--- config.mk ---
export PLATFORM = sky130hd
export DESIGN_NAME = slow_signal_sched_flat
export DESIGN_NICKNAME = d
export VERILOG_FILES = /design/src/rtl/slow_signal_sched_pkg.sv /design/src/rtl/slow_signal_sched_if.sv /design/src/rtl/slow_signal_sched_upd.sv /design/src/rtl/slow_signal_sched.sv /design/src/flat_wrapper.sv
export SDC_FILE = /design/constraint.sdc
export NUM_CORES = 1
export LEC_CHECK = 0
export CORE_MARGIN = 3
export CORE_UTILIZATION = 50
export DETAILED_ROUTE_END_ITERATION = 7
export PLACE_DENSITY_LB_ADDON = 0.08
export SETUP_SLACK_MARGIN = 0.05
export SYNTH_ARGS = -nofsm -noshare
export SYNTH_HDL_FRONTEND = slang
export SYNTH_SLANG_ARGS = --single-unit
export TNS_END_PERCENT = 100
--- constraint.sdc ---
create_clock -name clk -period 5.35 [get_ports clk]
set_input_delay 1.07 -clock clk [delete_from_list [all_inputs] [get_ports clk]]
set_output_delay 1.07 -clock clk [all_outputs]
set_load 0.02 [all_outputs]
--- src/rtl/slow_signal_sched_pkg.sv ---
// Shared types and thresholds for the slow-line scheduler.
// Build option: SLOW_SIGNAL_SCHED_CHG_EN adds the change mask.
package slow_signal_pkg;

    typedef enum logic [1:0] {
        IDLE,
        SCAN,
        DONE
    } state_t;

    function automatic int hi_thr(input int w);
        return (1 << (w - 1)) + 1;
    endfunction

    function automatic int lo_thr(input int w);
        return (1 << (w - 1)) - 4;
    endfunction

    // Channel index width, never zero.
    function automatic int idx_w(input int n);
        return (n > 1) ? $clog2(n) : 1;
    endfunction

endpackage

--- src/rtl/slow_signal_sched_if.sv ---
// Tick/level bundle between the panel logic and the scheduler.
// Build option: SLOW_SIGNAL_SCHED_CHG_EN adds chg/chg_vld.
interface slow_signal_sched_if #(
    parameter int CHANNELS = 8
);
    import slow_signal_pkg::*;

    localparam int IW = idx_w(CHANNELS);

    logic                tick;
    logic [CHANNELS-1:0] src;
    logic                ovr_clr;
    logic [CHANNELS-1:0] slow;
    logic                busy;
    logic [IW-1:0]       cur_ch;
    logic                overrun;

`ifdef SLOW_SIGNAL_SCHED_CHG_EN
    logic [CHANNELS-1:0] chg;
    logic                chg_vld;

    modport master (
        output tick, src, ovr_clr,
        input  slow, busy, cur_ch, overrun,
        input  chg, chg_vld
    );

    modport slave (
        input  tick, src, ovr_clr,
        output slow, busy, cur_ch, overrun,
        output chg, chg_vld
    );
`else
    modport master (
        output tick, src, ovr_clr,
        input  slow, busy, cur_ch, overrun
    );

    modport slave (
        input  tick, src, ovr_clr,
        output slow, busy, cur_ch, overrun
    );
`endif

endinterface

--- src/rtl/slow_signal_sched_upd.sv ---
// One-channel saturating counter step with hysteresis on the level.
// Purely combinational; the scheduler shares one copy over all lines.
module slow_signal_upd
    import slow_signal_pkg::*;
#(
    parameter int W = 8
) (
    input  logic [W-1:0] c,
    input  logic         s,
    input  logic         old,
    output logic [W-1:0] nc,
    output logic         ns
);

    localparam logic [W-1:0] HI  = W'(hi_thr(W));
    localparam logic [W-1:0] LO  = W'(lo_thr(W));
    localparam logic [W-1:0] MAX = '1;
    localparam logic [W-1:0] ONE = W'(1);

    // Thresholds compare the count before this step.
    always_comb begin
        nc = c;
        ns = old;
        if (s) begin
            if (c != MAX) nc = c + ONE;
            if (c >= HI)  ns = 1'b1;
        end else begin
            if (c != '0)  nc = c - ONE;
            if (c <= LO)  ns = 1'b0;
        end
    end

endmodule

--- src/rtl/slow_signal_sched.sv ---
// Time-multiplexed debounce scheduler: one channel per clock per tick.
// Build option: SLOW_SIGNAL_SCHED_CHG_EN adds the per-scan change mask.
module slow_signal_sched
    import slow_signal_pkg::*;
#(
    parameter int CHANNELS = 8,
    parameter int RATIO    = 256
) (
    input  logic               clk,
    input  logic               rst_n,
    slow_signal_sched_if.slave bus
);

    localparam int W  = $clog2(RATIO);
    localparam int IW = idx_w(CHANNELS);

    localparam logic [IW-1:0] LAST = IW'(CHANNELS - 1);
    localparam logic [IW-1:0] STEP = IW'(1);

    state_t              state;
    logic [IW-1:0]       idx;
    logic [CHANNELS-1:0] src_q;
    logic [CHANNELS-1:0] slow_q;
    logic [W-1:0]        cnt [CHANNELS];
    logic                busy_q;
    logic [IW-1:0]       cur_q;
    logic                ovr_q;

    logic [W-1:0]        c_nxt;
    logic                s_nxt;

    slow_signal_upd #(
        .W (W)
    ) u_upd (
        .c   (cnt[idx]),
        .s   (src_q[idx]),
        .old (slow_q[idx]),
        .nc  (c_nxt),
        .ns  (s_nxt)
    );

`ifdef SLOW_SIGNAL_SCHED_CHG_EN
    logic [CHANNELS-1:0] acc;
    logic [CHANNELS-1:0] chg_q;
    logic                chg_vld_q;
    logic [CHANNELS-1:0] tog;

    always_comb begin
        tog      = '0;
        tog[idx] = s_nxt ^ slow_q[idx];
    end
`endif

    always_ff @(posedge clk) begin
        if (!rst_n) begin
            state  <= IDLE;
            idx    <= '0;
            src_q  <= '0;
            slow_q <= '0;
            busy_q <= 1'b0;
            cur_q  <= '0;
            ovr_q  <= 1'b0;
            for (int i = 0; i < CHANNELS; i++)
                cnt[i] <= '0;
`ifdef SLOW_SIGNAL_SCHED_CHG_EN
            acc       <= '0;
            chg_q     <= '0;
            chg_vld_q <= 1'b0;
`endif
        end else begin
            // A dropped tick outranks a same-cycle clear.
            if (bus.tick && state != IDLE)
                ovr_q <= 1'b1;
            else if (bus.ovr_clr)
                ovr_q <= 1'b0;

            unique case (state)
                IDLE: begin
                    if (bus.tick) begin
                        src_q  <= bus.src;
                        idx    <= '0;
                        cur_q  <= '0;
                        busy_q <= 1'b1;
                        state  <= SCAN;
`ifdef SLOW_SIGNAL_SCHED_CHG_EN
                        acc    <= '0;
`endif
                    end
                end
                SCAN: begin
                    cnt[idx]    <= c_nxt;
                    slow_q[idx] <= s_nxt;
`ifdef SLOW_SIGNAL_SCHED_CHG_EN
                    acc <= acc | tog;
`endif
                    if (idx == LAST) begin
                        state <= DONE;
                        cur_q <= '0;
`ifdef SLOW_SIGNAL_SCHED_CHG_EN
                        chg_q     <= acc | tog;
                        chg_vld_q <= 1'b1;
`endif
                    end else begin
                        idx   <= idx + STEP;
                        cur_q <= idx + STEP;
                    end
                end
                DONE: begin
                    state  <= IDLE;
                    busy_q <= 1'b0;
`ifdef SLOW_SIGNAL_SCHED_CHG_EN
                    chg_q     <= '0;
                    chg_vld_q <= 1'b0;
`endif
                end
                default: state <= IDLE;
            endcase
        end
    end

    assign bus.slow    = slow_q;
    assign bus.busy    = busy_q;
    assign bus.cur_ch  = cur_q;
    assign bus.overrun = ovr_q;
`ifdef SLOW_SIGNAL_SCHED_CHG_EN
    assign bus.chg     = chg_q;
    assign bus.chg_vld = chg_vld_q;
`endif

endmodule
--- src/flat_wrapper.sv ---
// flat-port wrapper written by rule: the top's interface ports become plain ports
module slow_signal_sched_flat import slow_signal_pkg::*;
#(
    parameter int CHANNELS = 8,
    parameter int RATIO    = 256
)
  (clk, rst_n, bus_tick, bus_src, bus_ovr_clr, bus_slow, bus_busy, bus_cur_ch, bus_overrun);
  slow_signal_sched_if #(.CHANNELS(CHANNELS)) bus_i ();
  input  logic clk;
  input  logic rst_n;
  input wire logic [$bits(bus_i.tick)-1:0] bus_tick;
  input wire logic [$bits(bus_i.src)-1:0] bus_src;
  input wire logic [$bits(bus_i.ovr_clr)-1:0] bus_ovr_clr;
  output wire logic [$bits(bus_i.slow)-1:0] bus_slow;
  output wire logic [$bits(bus_i.busy)-1:0] bus_busy;
  output wire logic [$bits(bus_i.cur_ch)-1:0] bus_cur_ch;
  output wire logic [$bits(bus_i.overrun)-1:0] bus_overrun;
  assign bus_i.tick = bus_tick;
  assign bus_i.src = bus_src;
  assign bus_i.ovr_clr = bus_ovr_clr;
  assign bus_slow = bus_i.slow;
  assign bus_busy = bus_i.busy;
  assign bus_cur_ch = bus_i.cur_ch;
  assign bus_overrun = bus_i.overrun;
  slow_signal_sched #(.CHANNELS(CHANNELS), .RATIO(RATIO)) u_core (.clk(clk), .rst_n(rst_n), .bus(bus_i));
endmodule
# == Word level (Yosys, flattened, before mapping) ==
# Memories as Yosys holds them, arrays and structs flattened. A register that Yosys moved wholly into a read port is not among the register bits.
# Cells that the tools add are included.
# word_totals
mem_bits_rw,64
mem_bits_ro,0
word_cells,70
register_bits,26
latchBits,0
output_inout_bits,13
in_bits,12
n_memories,1
# classes
reduce_logical,14
add_sub_neg,3
shift,0
n_div,0
mux,34
magnitude_cmp,4
bitwise_logic,0
mul,0
n_eq_ne,7
# memory_table
memory,words,word_bits,read_ports,rd_ports_with_merged_regs,write_ports,line_no,source
u_core.cnt,8,8,1,1,8,slow_signal_sched.sv:24,logic [W-1:0] cnt [CHANNELS];
# op_table
operator,n
2-to-1 mux 8 bit,4
2-to-1 mux 3 bit,6
2-to-1 mux 1 bit,14
one-hot mux 3 bit (2 select lines),2
"adder 8 x 1 -> 8 bit, second input constant",1
bitwise mux 8 bit,1
">= comparator 8 bit, second input constant",1
"<= comparator 8 x 7 -> 1 bit, second input constant",1
"inequality test 8 bit, second input constant",1
AND reduction 2 bit,4
nonzero test 2 bit,4
nonzero test 8 bit,1
OR reduction 8 bit,1
"subtractor 8 x 1 -> 8 bit, second input constant",1
binary-select mux 1 bit (select 3 bit),2
"less-than comparator 3 x 4 -> 1 bit, second input constant",1
2-to-1 mux 2 bit,2
"inequality test 2 bit, second input constant",2
one-hot mux 2 bit (2 select lines),1
"adder 3 x 1 -> 3 bit, second input constant",1
demux 1 bit (select 3 bit),1
"== test 3 bit, second input constant",1
">= comparator 3 x 1 -> 1 bit, second input constant",1
AND reduction 3 bit,1
6 further kinds,7

# == Longest topological paths before layout ==
# Gate-level depths: netlist of the first run.
# depth
ltp_word,6
ltp_mapped,11
mapped_depth_nobuf,9

# == By module ==
# From an unflattened synthesis of the first run, not the netlist that was laid out.
# unflattened
cells_unflattened,379
area_unflattened_um2,4735.8
# modules_own_cells
mod,area_each_um2,seq_area_each_um2,n_inst,cells_each
slow_signal_sched,4275.4,2502.4,1,313
slow_signal_upd,460.4,0.0,1,66

# == Least setup slack after synthesis of the first run ==
# No wires, ideal clock.
# synth_path
kind,reg-to-reg
from,register with a tool-made name
to,memory u_core.cnt[2][7] (data pin)
path_buffers,2
arrival_ns,2.753
setup_time_ns,0.267
period_less_slack_ns,3.019
stages_incl_launch_ff,12
setup_slack_ns,2.331
required_ns,5.083
cell_sequence,dfxtp_1 > buf_4 > buf_6 > mux4_2 > mux2i_2 > inv_2 > ha_1 > inv_1 > nand3_1 > or4_4 > a211oi_4 > nor2_1
# synth_rtl
element,line_no
end: declaration,slow_signal_sched.sv:24

==> results of run 1 <==
==> tightest hold or removal path: cells and delay by family (launching register included) <==
family,cells,cell delay [ns]
simple gates,1,0.05
compound gates,1,0.06
flops,1,0.32
==> power by group <==
group / switching (mW) / total (mW) / internal [mW]
logic: 0.164 / 0.249 / 0.0845
registers: 0.0146 / 0.811 / 0.796
clock network: 0.255 / 0.424 / 0.169
==> flip-flops by register name (all words and copies together), names as in the netlist, named ones only <==
signal / count
u_core.idx: 3
u_core.state: 2
u_core.bus.cur_ch: 3
u_core.src_q: 8
u_core.cnt: 64
u_core.bus.overrun: 1
u_core.bus.busy: 1
u_core.bus.slow: 8
==> cells by family (layout without fill, tap and decap cells) <==
group / after synthesis / after routing / synth area share, %
AOI/OAI and AO/OA: 93 / 93 / 13.3
adders and majority gates: 5 / 5 / 1.37
buffers and inverters: 36 / 63 / 3.86
DFF: 93 / 93 / 54.7
muxes: 36 / 36 / 13.7
and+or+nand+nor: 123 / 123 / 13.1
==> worst paths after layout <==
kind | startpoint | to | slack (ns)
max | register | u_core.cnt[6][6] | 1.79
min | u_core.src_q[5] | u_core.src_q[5] | 0.47
max reg2reg | register | u_core.cnt[6][6] | 1.79
min reg2reg | u_core.src_q[5] | u_core.src_q[5] | 0.47
==> through the flow <==
stage	cells	setup WS, ns
floorplan	386	2.33
global placement	505	1.89
detailed placement	505	1.81
CTS	521	1.80
global route	521	1.53
finish	521	1.79
==> layout make-up <==
class	count	share of cell area [%]
multi-input combinational	257	37.4
tap	108	2.66
clock inverter	7	0.962
timing repair buffer	34	6.22
sequential	93	49.3
clock buffer	9	2.44
inverter	13	0.962
==> cells in the final DEF, fill, tap and decap left out, types with 2 or more instances in the layout <==
cell type        Yosys  routed
edfxtp_1            64      64
a21oi_1             36      36
nand2_1             34      34
dfxtp_1             29      29
clkdlybuf4s50_1      0      24
nor3_1              22      22
nor2_1              21      21
mux4_2              18      18
nand3_1             13      13
inv_1               12      12
a21boi_0            12      12
buf_4                2      10
mux2i_1              9       9
o22ai_1              9       9
clkbuf_8             0       9
o21ai_0              8       8
nor2b_1              7       7
nand2b_1             6       6
mux2_2               5       5
or3_1                5       5
ha_1                 5       5
o31ai_1              4       4
nand4_1              4       4
nor4_1               4       4
o21ai_1              3       3
clkinvlp_4           0       3
o221ai_1             2       2
a31oi_1              2       2
and3_1               2       2
inv_6                0       2
==> layer usage <==
| layer | share of wire [%] | wire length [um] | vias up |
|---|---|---|---|
| met5 | 0 | 0 | - |
| met4 | 1.3 | 153 | 0 |
| met3 | 8.6 | 988 | 11 |
| met2 | 44 | 5040 | 147 |
| met1 | 46 | 5260 | 1642 |
| li1 | - | - | 1520 |
==> results.md, run 1 <==
* Status: finished, final reports clean
* CTS buffer count at 9
* Synth unique cells at 58
* CTS tree: built
* Max-Cap Viols at 0
* Remaining antenna violation count at 0
* RSZ-0062 raised after global routing: no
* Diode count at 0
* Nets@finish at 425
* Worst-path clk slew at 0.10 ns
* Synth top cells by count: edfxtp_1 (64), a21oi_1 (36), nand2_1 (34), dfxtp_1 (29), nor3_1 (22)
* Leak at 1.65 nW
* P&R area growth vs syn at 10.8%
* Fill cells at 742
* Critical path type: register to register
* Drt total wl at 11,400 um
* Die Span Y at 102 um
* GR Layer Usage met2 at 33.6%
* Synthesized flop and latch total at 93
* Die X at 102 um
* Root Buffer: clkbuf_8
* Die area at 0.0103 mm2
* Post-layout min period at 3.56 ns
* Crit path required time at 5.41 ns
* Max Root-Sink Buffers at 2
* Reg area at 0.00250 mm2
* Total power at 1.48 mW
* Mapped Avg Cell Area at 11.9 um2
* Top post-synthesis cells by area: edfxtp_1 (42%), dfxtp_1 (13%), mux4_2 (8.9%)
* GRT Resource Usage Total at 23.5%
* Fraction of layout cells with a size suffix above 1 at 14.0%
* First-pass GRT wire length at 17,700 um
* Drt wl/cell at 22.0 um
* Routability-driven placement congestion ratio at 1.02
* Worst hold stages at 2
* Slew Limit Fails at 0
* Vias in the first global route at 3,096
* Worst VDD drop at 0.000144 V
* Drt first pass iters at 5
* Cell area after synthesis at 0.00458 mm2
* Clock skew at 0.0107 ns
* Crit end category: register
* Detailed-route via count at 3,320
* Worst EP arrival at 3.62 ns
* CP top delay family: multiplexers
* Worst-path cell chain: mux4_1 -> mux2i_1 -> nand4_1 -> o31ai_1 -> nor3_1
* Grt total ovfl at 0
* Top_reg_cell synth: edfxtp_1
* M1 GR Usage at 36.6%
* Worst R2R Path Depth at 5
* Setup TNS at 0 ns
* Syn Nets at 403
* Cell taking the most area after synthesis: edfxtp_1
* Startpoint types: register
* Initial Util at 52.0%
* Endpoints failing hold at 0
* Number of H-tree levels at 3
* Top Usage Layer GRT: met1
* Cells after Synth at 386
* Clk_lat worst skew at 0.35 ns
* Number of flops mapped to enable cells by yosys at 64
* Power per cell area at 293 mW/mm2
* Hold WS at 0.474 ns
* Fraction of registers with async set/reset at 0%
* Boundary Pins at 25
* Seq/Total Area, Yosys at 54.7%
* Final Util at 57.6%
* DRC Markers at 0
* CP Buf/Inv Count at 0
* Worst hold-check path type: register to register
* Hpwl dp at 7830 um
* Top cell type's share of synthesized area at 42.0%
* Final setup viols at 0
* Antenna violations before repair at 0
* CTS resizes at 0
* Worst-Margin Slew at 1.03 ns
* Max incr delay on CP at 0.93 ns
* Most numerous cell in the Yosys netlist: edfxtp_1
* Period Utilization, post-route at 66.6%
* CTS Sinks at 93
* Global-route track usage on met3 at 5.17%
* Slew headroom at 30.9%
* Critical Path Stages at 5
* Core area at 0.00881 mm2
* Hold Buf Count CTS at 0
* Dpl cell area at 0.00490 mm2
* Fmax at 281 MHz
* PortBufs at 24
* Synth warnings at 0
* CP max FO at 16
* Largest net degree at the start of global routing at 31
* # rows at 34
* Area of the multi-input gates at 0.00190 mm2
* Design area at 0.00507 mm2
* Slowest CP cell: o31ai_1
* Starting DRT DRC Count at 358
* Setup bufs post-CTS at 0
* Via/cell ratio at 6.37
Power figures use the tool's default switching activity.
==> inputs of run 2 (changes only) <==
==> constraint.sdc (replaced) <==
create_clock -name clk -period 3.7 [get_ports clk]
set_input_delay 0.74 -clock clk [delete_from_list [all_inputs] [get_ports clk]]
set_output_delay 0.74 -clock clk [all_outputs]
set_load 0.02 [all_outputs]
==> results.md, run 2 (synthesis gave the netlist of run 1 again) <==
* Status: finished, final reports clean
* Detailed-route via count at 3,295
* Root Buffer: clkbuf_8
* P&R area growth vs syn at 12.6%
* Worst hold stages at 2
* Diode count at 0
* Area of the multi-input gates at 0.00190 mm2
* Startpoint types: register
* Dpl cells at 514
* Endpoints failing hold at 0
* CTS tree: built
* Largest net degree at the start of global routing at 19
* First-pass GRT wire length at 18,100 um
* Worst VDD drop at 0.000245 V
* M1 GR Usage at 35.8%
* Top Usage Layer GRT: met2
* Hold Buf Count CTS at 0
* Leak at 1.72 nW
* Max incr delay on CP at 0.55 ns
* Critical path type: register to register
* Period Utilization, post-route at 90.4%
* Drt total wl at 11,600 um
* Max Root-Sink Buffers at 2
* Worst EP arrival at 3.43 ns
* Die X at 102 um
* RSZ-0062 raised after global routing: no
* Worst Hold End: u_core.src_q[7]
* Setup bufs post-CTS at 0
* Finished Layout Cells at 530
* CP max FO at 8
* Commonest non-fill, non-tap cell in the layout: edfxtp_1
* CTS buffer count at 9
* DRC Markers at 0
* Slew headroom at 42.3%
* Clk_lat worst skew at 0.36 ns
* CP top delay family: multiplexers
* Max FFs per register at 64
* Core area at 0.00881 mm2
* Fmax at 299 MHz
* Die area at 0.0103 mm2
* Antenna violations before repair at 0
* Hpwl dp at 8210 um
* Die Span Y at 102 um
* # rows at 34
* Number of H-tree levels at 3
* Worst hold-check path type: register to register
* Final setup viols at 0
* End of the worst register-to-register path: u_core.cnt[2][7]
* Max-Cap Viols at 0
* GRT Resource Usage Total at 23.9%
* Worst R2R Path Depth at 9
* Crit path required time at 3.79 ns
* Slowest CP cell: mux4_2
* Routability-driven placement congestion ratio at 0.890
* Remaining antenna violation count at 0
* CP Buf/Inv Count at 2
* Worst setup margin at 0.355 ns
* Most frequent cells in the layout: edfxtp_1 (64), a21oi_1 (36), nand2_1 (34)
* Initial Util at 52.0%
* Starting DRT DRC Count at 306
* Clock skew at 0.0175 ns
* Final Util at 58.5%
* Fraction of layout cells with a size suffix above 1 at 15.9%
* Top reg by flops: u_core.cnt
* Vias in the first global route at 3,153
* Reg area at 0.00250 mm2
* Power per cell area at 427 mW/mm2
* Worst-path clk slew at 0.10 ns
* CTS Sinks at 93
* CTS resizes at 0
* Most frequent cell on the critical path: inv_1
* Via/cell ratio at 6.22
* Drt first pass iters at 5
* Fill cells at 736
* Internal reg-to-reg setup slack at 0.36 ns
* Worst-Margin Slew at 0.859 ns
* Setup TNS at 0 ns
* Global-route track usage on met3 at 4.13%
* Setup WS pre-CTS at 0.363 ns
* Nets@finish at 434
* Crit end category: register
* Boundary Pins at 25
* Worst-path cell chain: mux4_2 -> mux2i_1 -> inv_1 -> ha_1 -> inv_1 -> nand3_1 -> or4_4 -> a211oi_4 -> nor2_1
* PortBufs at 24
* GR Layer Usage met2 at 36.1%
* Drt wl/cell at 21.9 um
* Grt total ovfl at 0
* Hold Path Origin: u_core.src_q[7]
* Post-layout min period at 3.34 ns
* Slew Limit Fails at 0
run 2: changes by cell type in the layout (fill, tap and decap cells not counted), sizes merged:
cell / previous run / this run
inv: 15 / 18
bufinv: 0 / 1
clkinvlp: 4 / 0
buf: 10 / 19
clkbuf: 9 / 10
clkinv: 1 / 0
run 2: routing by layer:
layer / wire length [um] / vias up
met1: 5180 / 1590
met4: 175 / 0
met2: 5260 / 147
met5: 0 / -
li1: - / 1543
met3: 978 / 15
run 2: worst max path at each step:
stage,start,end,slack [ns],cells after the start
CTS,register,u_core.cnt[2][7],0.35,9
finish,register,u_core.cnt[2][7],0.36,9
global route,register,u_core.cnt[2][7],0.13,9
global placement,register,u_core.cnt[5][7],0.42,9
detailed placement,register,u_core.cnt[5][7],0.36,9
floorplan,register,u_core.cnt[2][7],0.68,11
run 2: where the power goes:
part,total [mW],leakage (nW),switching [mW],internal [mW]
Sequential,1.17,0.899,0.0223,1.15
Combinational,0.378,0.723,0.241,0.136
Clock,0.651,0.101,0.363,0.288
Total,2.20,1.72,0.627,1.58
run 2: through the flow:
step	instance area (um2)	total power, mW	hold WS, ns
3_5_place_dp	4970	1.57	0.457
2_1_floorplan	4580	1.45	0.440
3_3_place_gp	4970	1.57	0.450
4_1_cts	5150	2.21	0.472
5_1_grt	5150	2.29	0.488
6_report	5150	2.20	0.469
run 2: cell type report:
type | count | share of cell area [%]
clock buffers | 10 | 2.48
clock inverters | 6 | 1.14
inverters | 13 | 0.947
multi-input cells | 257 | 36.8
flip-flops and latches | 93 | 48.6
well taps | 108 | 2.62
repair buffers | 43 | 7.43
run 2: tightest hold or removal path, delay by kind of cell, from the launching register on:
| kind | cells | cell delay [ns] |
|---|---|---|
| DFF | 1 | 0.32 |
| and+or+nand+nor | 1 | 0.05 |
| AOI/OAI and AO/OA | 1 | 0.06 |
